===== config.mk =====
export PLATFORM = sky130hd
export DESIGN_NAME = fp_add_arbiter
export DESIGN_NICKNAME = d
export VERILOG_FILES = /design/src/rtl/fp_add_arbiter.sv
export SDC_FILE = /design/constraint.sdc
export NUM_CORES = 1
export LEC_CHECK = 0
export CORE_AREA = 10 10 134 136
export DETAILED_ROUTE_END_ITERATION = 8
export DIE_AREA = 0 0 144 146
export GPL_TIMING_DRIVEN = 0
export PLACE_DENSITY = 0.85
export REMOVE_ABC_BUFFERS = 1
export SLEW_MARGIN = 20
export SYNTH_ARGS = -nofsm -noshare
export SYNTH_HDL_FRONTEND = slang
export SYNTH_SLANG_ARGS = --single-unit
export TNS_END_PERCENT = 100

===== constraint.sdc =====
create_clock -name clk -period 8.3 [get_ports clk]
set_clock_uncertainty 0.15 [all_clocks]
set_input_delay 0.83 -clock clk [delete_from_list [all_inputs] [get_ports clk]]
set_output_delay 0.83 -clock clk [all_outputs]
set_load 0.05 [all_outputs]

===== src/rtl/fp_add_arbiter.sv =====
// fp_add_arbiter: shares one floating-point adder between two requesters.
// Arbitration is round-robin by default. Each accepted add pushes its
// requester ID into a tag FIFO; adder results (assumed in order) pop the FIFO
// and are steered to the matching result port one cycle later.
// Optional macro FP_ARB_FIXED_PRIO_EN: requester 0 always wins contention and
// the last-granted register is removed.
module fp_add_arbiter #(
   parameter int C_DATA_WIDTH = 32,
   parameter int C_TAG_DEPTH  = 16,
   parameter int C_PTR_WIDTH  = 4
) (
   input  logic                    clk,
   input  logic                    reset_n,
   input  logic                    req0_valid,
   input  logic                    req1_valid,
   output logic                    req0_ready,
   output logic                    req1_ready,
   input  logic [C_DATA_WIDTH-1:0] req0_a,
   input  logic [C_DATA_WIDTH-1:0] req0_b,
   input  logic [C_DATA_WIDTH-1:0] req1_a,
   input  logic [C_DATA_WIDTH-1:0] req1_b,
   output logic                    res0_valid,
   output logic                    res1_valid,
   output logic [C_DATA_WIDTH-1:0] res0_data,
   output logic [C_DATA_WIDTH-1:0] res1_data,
   output logic [C_DATA_WIDTH-1:0] add_a,
   output logic [C_DATA_WIDTH-1:0] add_b,
   output logic                    add_valid,
   input  logic [C_DATA_WIDTH-1:0] add_result,
   input  logic                    add_rdy,
   output logic [C_PTR_WIDTH:0]    outstanding,
   output logic                    err_underflow
);

   localparam logic [C_PTR_WIDTH:0] DEPTH = (C_PTR_WIDTH+1)'(C_TAG_DEPTH);

   logic                    grant;          // requester index offered this cycle
   logic [1:0]              accept;
   logic                    push;
   logic                    pop;
   logic                    underflow;
   logic                    not_full;
   logic                    pop_tag;
   logic [C_DATA_WIDTH-1:0] sel_a;
   logic [C_DATA_WIDTH-1:0] sel_b;

   logic [C_DATA_WIDTH-1:0] add_a_reg;
   logic [C_DATA_WIDTH-1:0] add_b_reg;
   logic                    add_valid_reg;
   logic [C_PTR_WIDTH:0]    outstanding_reg;
   logic [C_PTR_WIDTH:0]    outstanding_next;
   logic [C_PTR_WIDTH-1:0]  wr_ptr_reg;
   logic [C_PTR_WIDTH-1:0]  rd_ptr_reg;
   logic                    err_underflow_reg;
   logic                    tag_mem [C_TAG_DEPTH];

`ifndef FP_ARB_FIXED_PRIO_EN
   logic                    last_grant_reg;
`endif

   // Full is judged on the registered count, so a pop in the full cycle only
   // frees a slot from the following cycle on.
   assign not_full  = (outstanding_reg < DEPTH);
   assign pop       = add_rdy && (outstanding_reg != '0);
   assign underflow = add_rdy && (outstanding_reg == '0);
   assign pop_tag   = tag_mem[rd_ptr_reg];

   // Pick which requester is offered the slot this cycle.
   always_comb begin
      grant = 1'b0;
      if (req0_valid && req1_valid) begin
`ifdef FP_ARB_FIXED_PRIO_EN
         grant = 1'b0;
`else
         grant = ~last_grant_reg;
`endif
      end else if (req1_valid) begin
         grant = 1'b1;
      end
   end

   assign accept[0]  = req0_valid && !grant && not_full;
   assign accept[1]  = req1_valid &&  grant && not_full;
   assign push       = |accept;
   assign req0_ready = accept[0];
   assign req1_ready = accept[1];
   assign sel_a      = accept[1] ? req1_a : req0_a;
   assign sel_b      = accept[1] ? req1_b : req0_b;

   // In-flight count: push and pop in the same cycle cancel out.
   always_comb begin
      outstanding_next = outstanding_reg;
      case ({push, pop})
         2'b10:   outstanding_next = outstanding_reg + 1'b1;
         2'b01:   outstanding_next = outstanding_reg - 1'b1;
         default: outstanding_next = outstanding_reg;
      endcase
   end

   // Adder launch register, FIFO pointers, count and sticky underflow flag.
   always_ff @(posedge clk or negedge reset_n) begin
      if (!reset_n) begin
         add_valid_reg     <= 1'b0;
         add_a_reg         <= '0;
         add_b_reg         <= '0;
         outstanding_reg   <= '0;
         wr_ptr_reg        <= '0;
         rd_ptr_reg        <= '0;
         err_underflow_reg <= 1'b0;
      end else begin
         add_valid_reg   <= push;
         outstanding_reg <= outstanding_next;
         if (push) begin
            add_a_reg  <= sel_a;
            add_b_reg  <= sel_b;
            wr_ptr_reg <= wr_ptr_reg + 1'b1;
         end
         if (pop) begin
            rd_ptr_reg <= rd_ptr_reg + 1'b1;
         end
         if (underflow) begin
            err_underflow_reg <= 1'b1;
         end
      end
   end

`ifndef FP_ARB_FIXED_PRIO_EN
   // Remember who was accepted last; starts at 1 so requester 0 wins first.
   always_ff @(posedge clk or negedge reset_n) begin
      if (!reset_n) begin
         last_grant_reg <= 1'b1;
      end else if (push) begin
         last_grant_reg <= accept[1];
      end
   end
`endif

   // Tag storage holds the requester ID of every in-flight add.
   always_ff @(posedge clk) begin
      if (push) begin
         tag_mem[wr_ptr_reg] <= accept[1];
      end
   end

   // One result channel per requester, strobed when the popped tag matches.
   generate
      for (genvar gi = 0; gi < 2; gi++) begin : res_ch
         logic                    valid_reg;
         logic [C_DATA_WIDTH-1:0] data_reg;

         // Register the adder result into this channel on a matching pop.
         always_ff @(posedge clk or negedge reset_n) begin
            if (!reset_n) begin
               valid_reg <= 1'b0;
               data_reg  <= '0;
            end else begin
               valid_reg <= pop && (pop_tag == 1'(gi));
               if (pop && (pop_tag == 1'(gi))) begin
                  data_reg <= add_result;
               end
            end
         end
      end
   endgenerate

   assign res0_valid    = res_ch[0].valid_reg;
   assign res0_data     = res_ch[0].data_reg;
   assign res1_valid    = res_ch[1].valid_reg;
   assign res1_data     = res_ch[1].data_reg;
   assign add_a         = add_a_reg;
   assign add_b         = add_b_reg;
   assign add_valid     = add_valid_reg;
   assign outstanding   = outstanding_reg;
   assign err_underflow = err_underflow_reg;

endmodule


# Word level (Yosys, flattened, before mapping)
# Memories as Yosys holds them, arrays and structs flattened.
# Cells that the tools add are included.
classes:
  addsub: 4
  mul: 0
  div: 0
  magnitude_cmp: 1
  eq_ne: 2
  shifts: 0
  n_mux: 7
  bitwise_logic: 2
  n_reduce_logical: 14
ops:
  columns: ["cell", "n"]
  rows:
  - ["2-to-1 mux 32 bit", 2]
  - ["one-hot mux 5 bit (2 select lines)", 1]
  - ["logical AND 1 bit", 9]
  - ["adder 4 x 1 -> 4 bit, second input constant", 2]
  - ["adder 5 x 1 -> 5 bit, second input constant", 1]
  - ["zero test 5 bit", 1]
  - ["< comparator 5 bit, second input constant", 1]
  - ["nonzero test 5 bit", 1]
  - ["subtractor 5 x 1 -> 5 bit, second input constant", 1]
  - ["2-to-1 mux 1 bit", 4]
  - ["equality test 2 x 1 -> 1 bit, second input constant", 1]
  - ["equality test 2 bit, second input constant", 1]
  - ["inverter 1 bit", 2]
  - ["nonzero test 2 bit", 1]
  - ["OR reduction 2 bit", 1]
  - ["zero test 1 bit", 1]
totals:
  register_bits: 146
  latchBits: 0
  ramBits: 16
  mem_bits_ro: 0
  in_bits: 165
  word_cells: 43
  mem_count: 1
memory_table:
  columns: ["name", "depth", "width", "rd", "rd_ports_with_merged_regs", "wr", "line", "text"]
  rows:
  - ["tag_mem", 16, 1, 1, 0, 1, "55", "logic tag_mem [C_TAG_DEPTH];"]

# Logic depth before layout (Yosys ltp)
logic_depth:
  ltp_word: 8
  mapped_depth: 13
  depth_no_buf: 11

# Worst setup path before layout
# OpenSTA, ideal clock, no wires.
synth_timing:
  path_type: "register to register"
  start: "register outstanding_reg[2], in the netlist outstanding[2]"
  end: "register outstanding_reg[4], in the netlist outstanding[4]"
  setup_ns: 0.145
  t_arrival_ns: 2.879
  setup_slack_ns: 5.125
  stages_incl_launch_ff: 14
  n_path_buf: 2
  synth_period_minus_slack_ns: 3.175
  path_cell_list: "dfrtp_1 > clkbuf_1 > or4_1 > o21ai_2 > inv_2 > ha_1 > clkbuf_1 > xor2_1 > ha_1 > o211ai_1 > a21oi_1 > a31oi_1 > nor2_1 > xor2_1"
synth_between:
  word_cells_on_any_way: 12
  cone_classes: "add/sub (2); order compare (1); eq/ne (2); mux (1); reduce/logical (6)"
synth_lines:
  columns: ["element", "line", "text"]
  rows:
  - ["from (decl)", "50", "logic [C_PTR_WIDTH:0] outstanding_reg;"]
  - ["from (signal assigned)", "112", "outstanding_reg <= outstanding_next;"]
  - ["nonzero test 5 bit *", "64", "assign pop = add_rdy && (outstanding_reg != '0);"]
  - ["logical AND 1 bit *", "64", null]
  - ["net pop", "40", "logic pop;"]
  - ["equality test 2 x 1 -> 1 bit / equality test 2 bit (equally long branches)", "93", "case ({push, pop})"]
  - ["one-hot mux 5 bit (2 select lines) / nonzero test 2 bit (equally long branches)", null, null]
# Mark *: on every way through the listed nets, which the timed path passes. The rest lies on a longest branch.
# A chain may end at the register's enable or synchronous reset.

# Final worst setup path
layout_timing:
  start: "input req0_valid"
  end: "output req1_ready"
layout_between:
  elab_chain_cells: 4
layout_lines:
  columns: ["element", "line", "text"]
  rows:
  - ["from (decl)", "14", "input logic req0_valid,"]
  - ["logical AND 1 bit", "71", "if (req0_valid && req1_valid) begin"]
  - ["2-to-1 mux 1 bit", "71", null]
  - ["logical AND 1 bit (2 in series)", "83", "assign accept[1] = req1_valid && grant && not_full;"]
  - ["to (decl)", "17", "output logic req1_ready,"]
# Every way passes these cells.

==> flow_summary.yaml <==
status:
  outcome: "completed"
yosys:
  ys_seq_elements: 162
  synth_edf_count: 16
  synth_seq_area_share: 0.610
  synth_cells: 555
  syn-mean-instance-area_um2: 12.2
  ys_warn_count: 0
  synth_async_sr_flop_share: 0.901
  ys_types: 38
  synthFlopType: "dfrtp_1"
  syn_area_um2: 6780
pwr:
  leakage_nw: 4.43
  vdd_drop_max_v: 0.000252
  p_int_mw: 2.79
  pwr-share-clk: 0.153
  total_power_mw: 5.28
  power_frac_comb: 0.579
  powerDensity_nw_per_um2: 497
  net-switching-power_mw: 2.49
  seqPwrFrac: 0.268
  switching_share: 0.472
detailed_routing:
  ant_nets: 0
  drtPass1Iterations: 4
  via_per_inst: 5.10
  first_iter_violations: 149
  wl_um: 21000
  drc_errors: 0
  wl_per_cell_um: 19.9
  num_vias: 5398
worst_setup_path:
  rrSetupSlack_ns: 5.29
  crit_type: "in -> out"
  reg2reg_depth: 11
  cp-start-kind: "primary input"
  crit_arrival_ns: 3.38
  critical_path_required_ns: 7.32
  r2r_start: "outstanding[1]"
  worst-path-max-fanout: 17
  crit_path_end_kind: "primary output"
  timing.rr.end: "outstanding[4]"
place:
  place_hpwl_um: 16000
  dpl_worst_slack_ns: 3.91
  dp.cells: 1025
  port_buffers: 303
  place_congestion: 0.764
die:
  dieWidth_um: 144
  die_area_um2: 21000
  rows: 46
  start_util: 0.438
  core_area_um2: 15500
  io_pins: 304
  die-height_um: 146
layout:
  area_delta_synth_final_pct: 56.7
  layout_commonest_cell: "clkdlybuf4s50_1"
  instances_no_fill: 1058
  drive_above_1_share: 0.128
  finalCoreUtilization: 0.686
  nets: 1027
  most-common-layout-cells: "clkdlybuf4s50_1, nor2_1, dfrtp_1"
  num_antenna_cells: 0
global_route:
  grt_use_total: 0.198
  grt_max_degree: 88
  grt_overflow: 0
  grt_pass1_wl_um: 32100
  grt_pass1_vias: 5808
  antenna_found_initial: 1
cts:
  cts_resized: 0
  clk_pin_slew_ns: 0.06
  clockRootBuffer: "clkbuf_16"
  cts-hold-fix-buffers: 0
  cts.sinks: 162
  tritoncts: "done"
  clockBufferDepth: 2
  numCtsBuffers: 17
  clock_latency_ns: 0.42
  htree_num_levels: 4
  postCtsSetupBuffers: 0
sta:
  grt_setup_unrepaired: "false"
  worst_slew_pin_slew_ns: 0.782
  worst_slack_ns: 3.94
  hold_viol_final: 0
  fmax_ghz: 0.230
  finalSetupViolCount: 0
  post-route-period-util: 0.525
  slew_headroom: 0.478
  final_max_slew_viol_count: 0
  period_needed_ns: 4.36
  fin_tns_setup_ns: 0
run:
  drv_cap: 0
worst_hold_path:
  hold_path_class: "in -> async"
[routing by layer]
metal	GRT usage	share of wire	routed length [um]	vias to the layer above
met5	0	0.00062	13	-
met3	0.0950	0.10	2150	42
li1	-	-	-	2521
met4	0.0904	0.031	661	2
met1	0.202	0.36	7610	2607
met2	0.332	0.50	10600	226
[worst max-delay path: stages]
cell	delay, ns
clkdlybuf4s50_1	0.45
nand2_1	0.09
nand3b_1	0.50
inv_1	0.58
clkdlybuf4s50_1	0.92
[final cells by class]
cell class	instances	area (um^2)
Sequential cell	162	4140
Inverter	9	36.3
Tap cell	192	240
Clock inverter	14	168
Clock buffer	18	439
Timing Repair Buffer	311	3160
Fill cell	1079	4860
Multi-Input combinational cell	352	2440
[Yosys cell counts, types with 3 or more instances]
cell | count | area share
edfxtp_1 | 16 | 0.071
clkbuf_1 | 19 | 0.011
buf_6 | 7 | 0.012
xor2_1 | 5 | 0.0065
nand2_1 | 15 | 0.0083
mux2_2 | 21 | 0.035
o21ai_0 | 5 | 0.0037
mux2_1 | 5 | 0.0083
mux2_4 | 39 | 0.086
xnor2_1 | 7 | 0.0090
inv_1 | 7 | 0.0039
dfrtp_1 | 145 | 0.54
mux2i_1 | 4 | 0.0059
buf_1 | 6 | 0.0033
nor2_1 | 146 | 0.081
a21oi_1 | 4 | 0.0030
nor3_1 | 4 | 0.0030
nand2b_1 | 3 | 0.0028
o22ai_1 | 64 | 0.059
ha_1 | 9 | 0.017
[power by group through the flow]
stage / registers, mW / logic (mW) / clock network [mW]
floorplan: 2.57 / 0.835 / 0
global placement: 1.41 / 3.01 / 0
detailed placement: 1.43 / 3.06 / 0
CTS: 1.42 / 3.07 / 0.823
global route: 1.47 / 3.20 / 0.857
finish: 1.42 / 3.06 / 0.806
[cells by family after synthesis]
logic type,share of synthesized area
buffers and inverters,0.0305
and+or+nand+nor,0.106
muxes,0.142
adders and majority gates,0.0166
DFF,0.610
xor gates and xnor gates,0.0155
AOI/OAI and AO/OA,0.0794
[metrics by stage]
| stage | hold WS, ns | area (um^2) |
|---|---|---|
| after detailed placement | 0.294 | 9990 |
| after global placement | 0.291 | 9880 |
| final | 0.176 | 10600 |
| after global routing | 0.207 | 10600 |
| after CTS | 0.189 | 10600 |
| after floorplan | 0.294 | 6610 |
[worst max-delay path by stage]
stage	startpoint	endpoint	slack, ns	depth (start not counted)
after floorplan	req0_valid	req1_ready	4.25	3
after global placement	reset_n	add_a[4]	0.36	1
after detailed placement	req0_valid	req1_ready	3.91	5
after CTS	req0_valid	req1_ready	3.91	5
after global routing	req0_valid	req1_ready	3.79	5
final	req0_valid	req1_ready	3.94	5
Note: power is estimated with default switching activity, not from simulation.
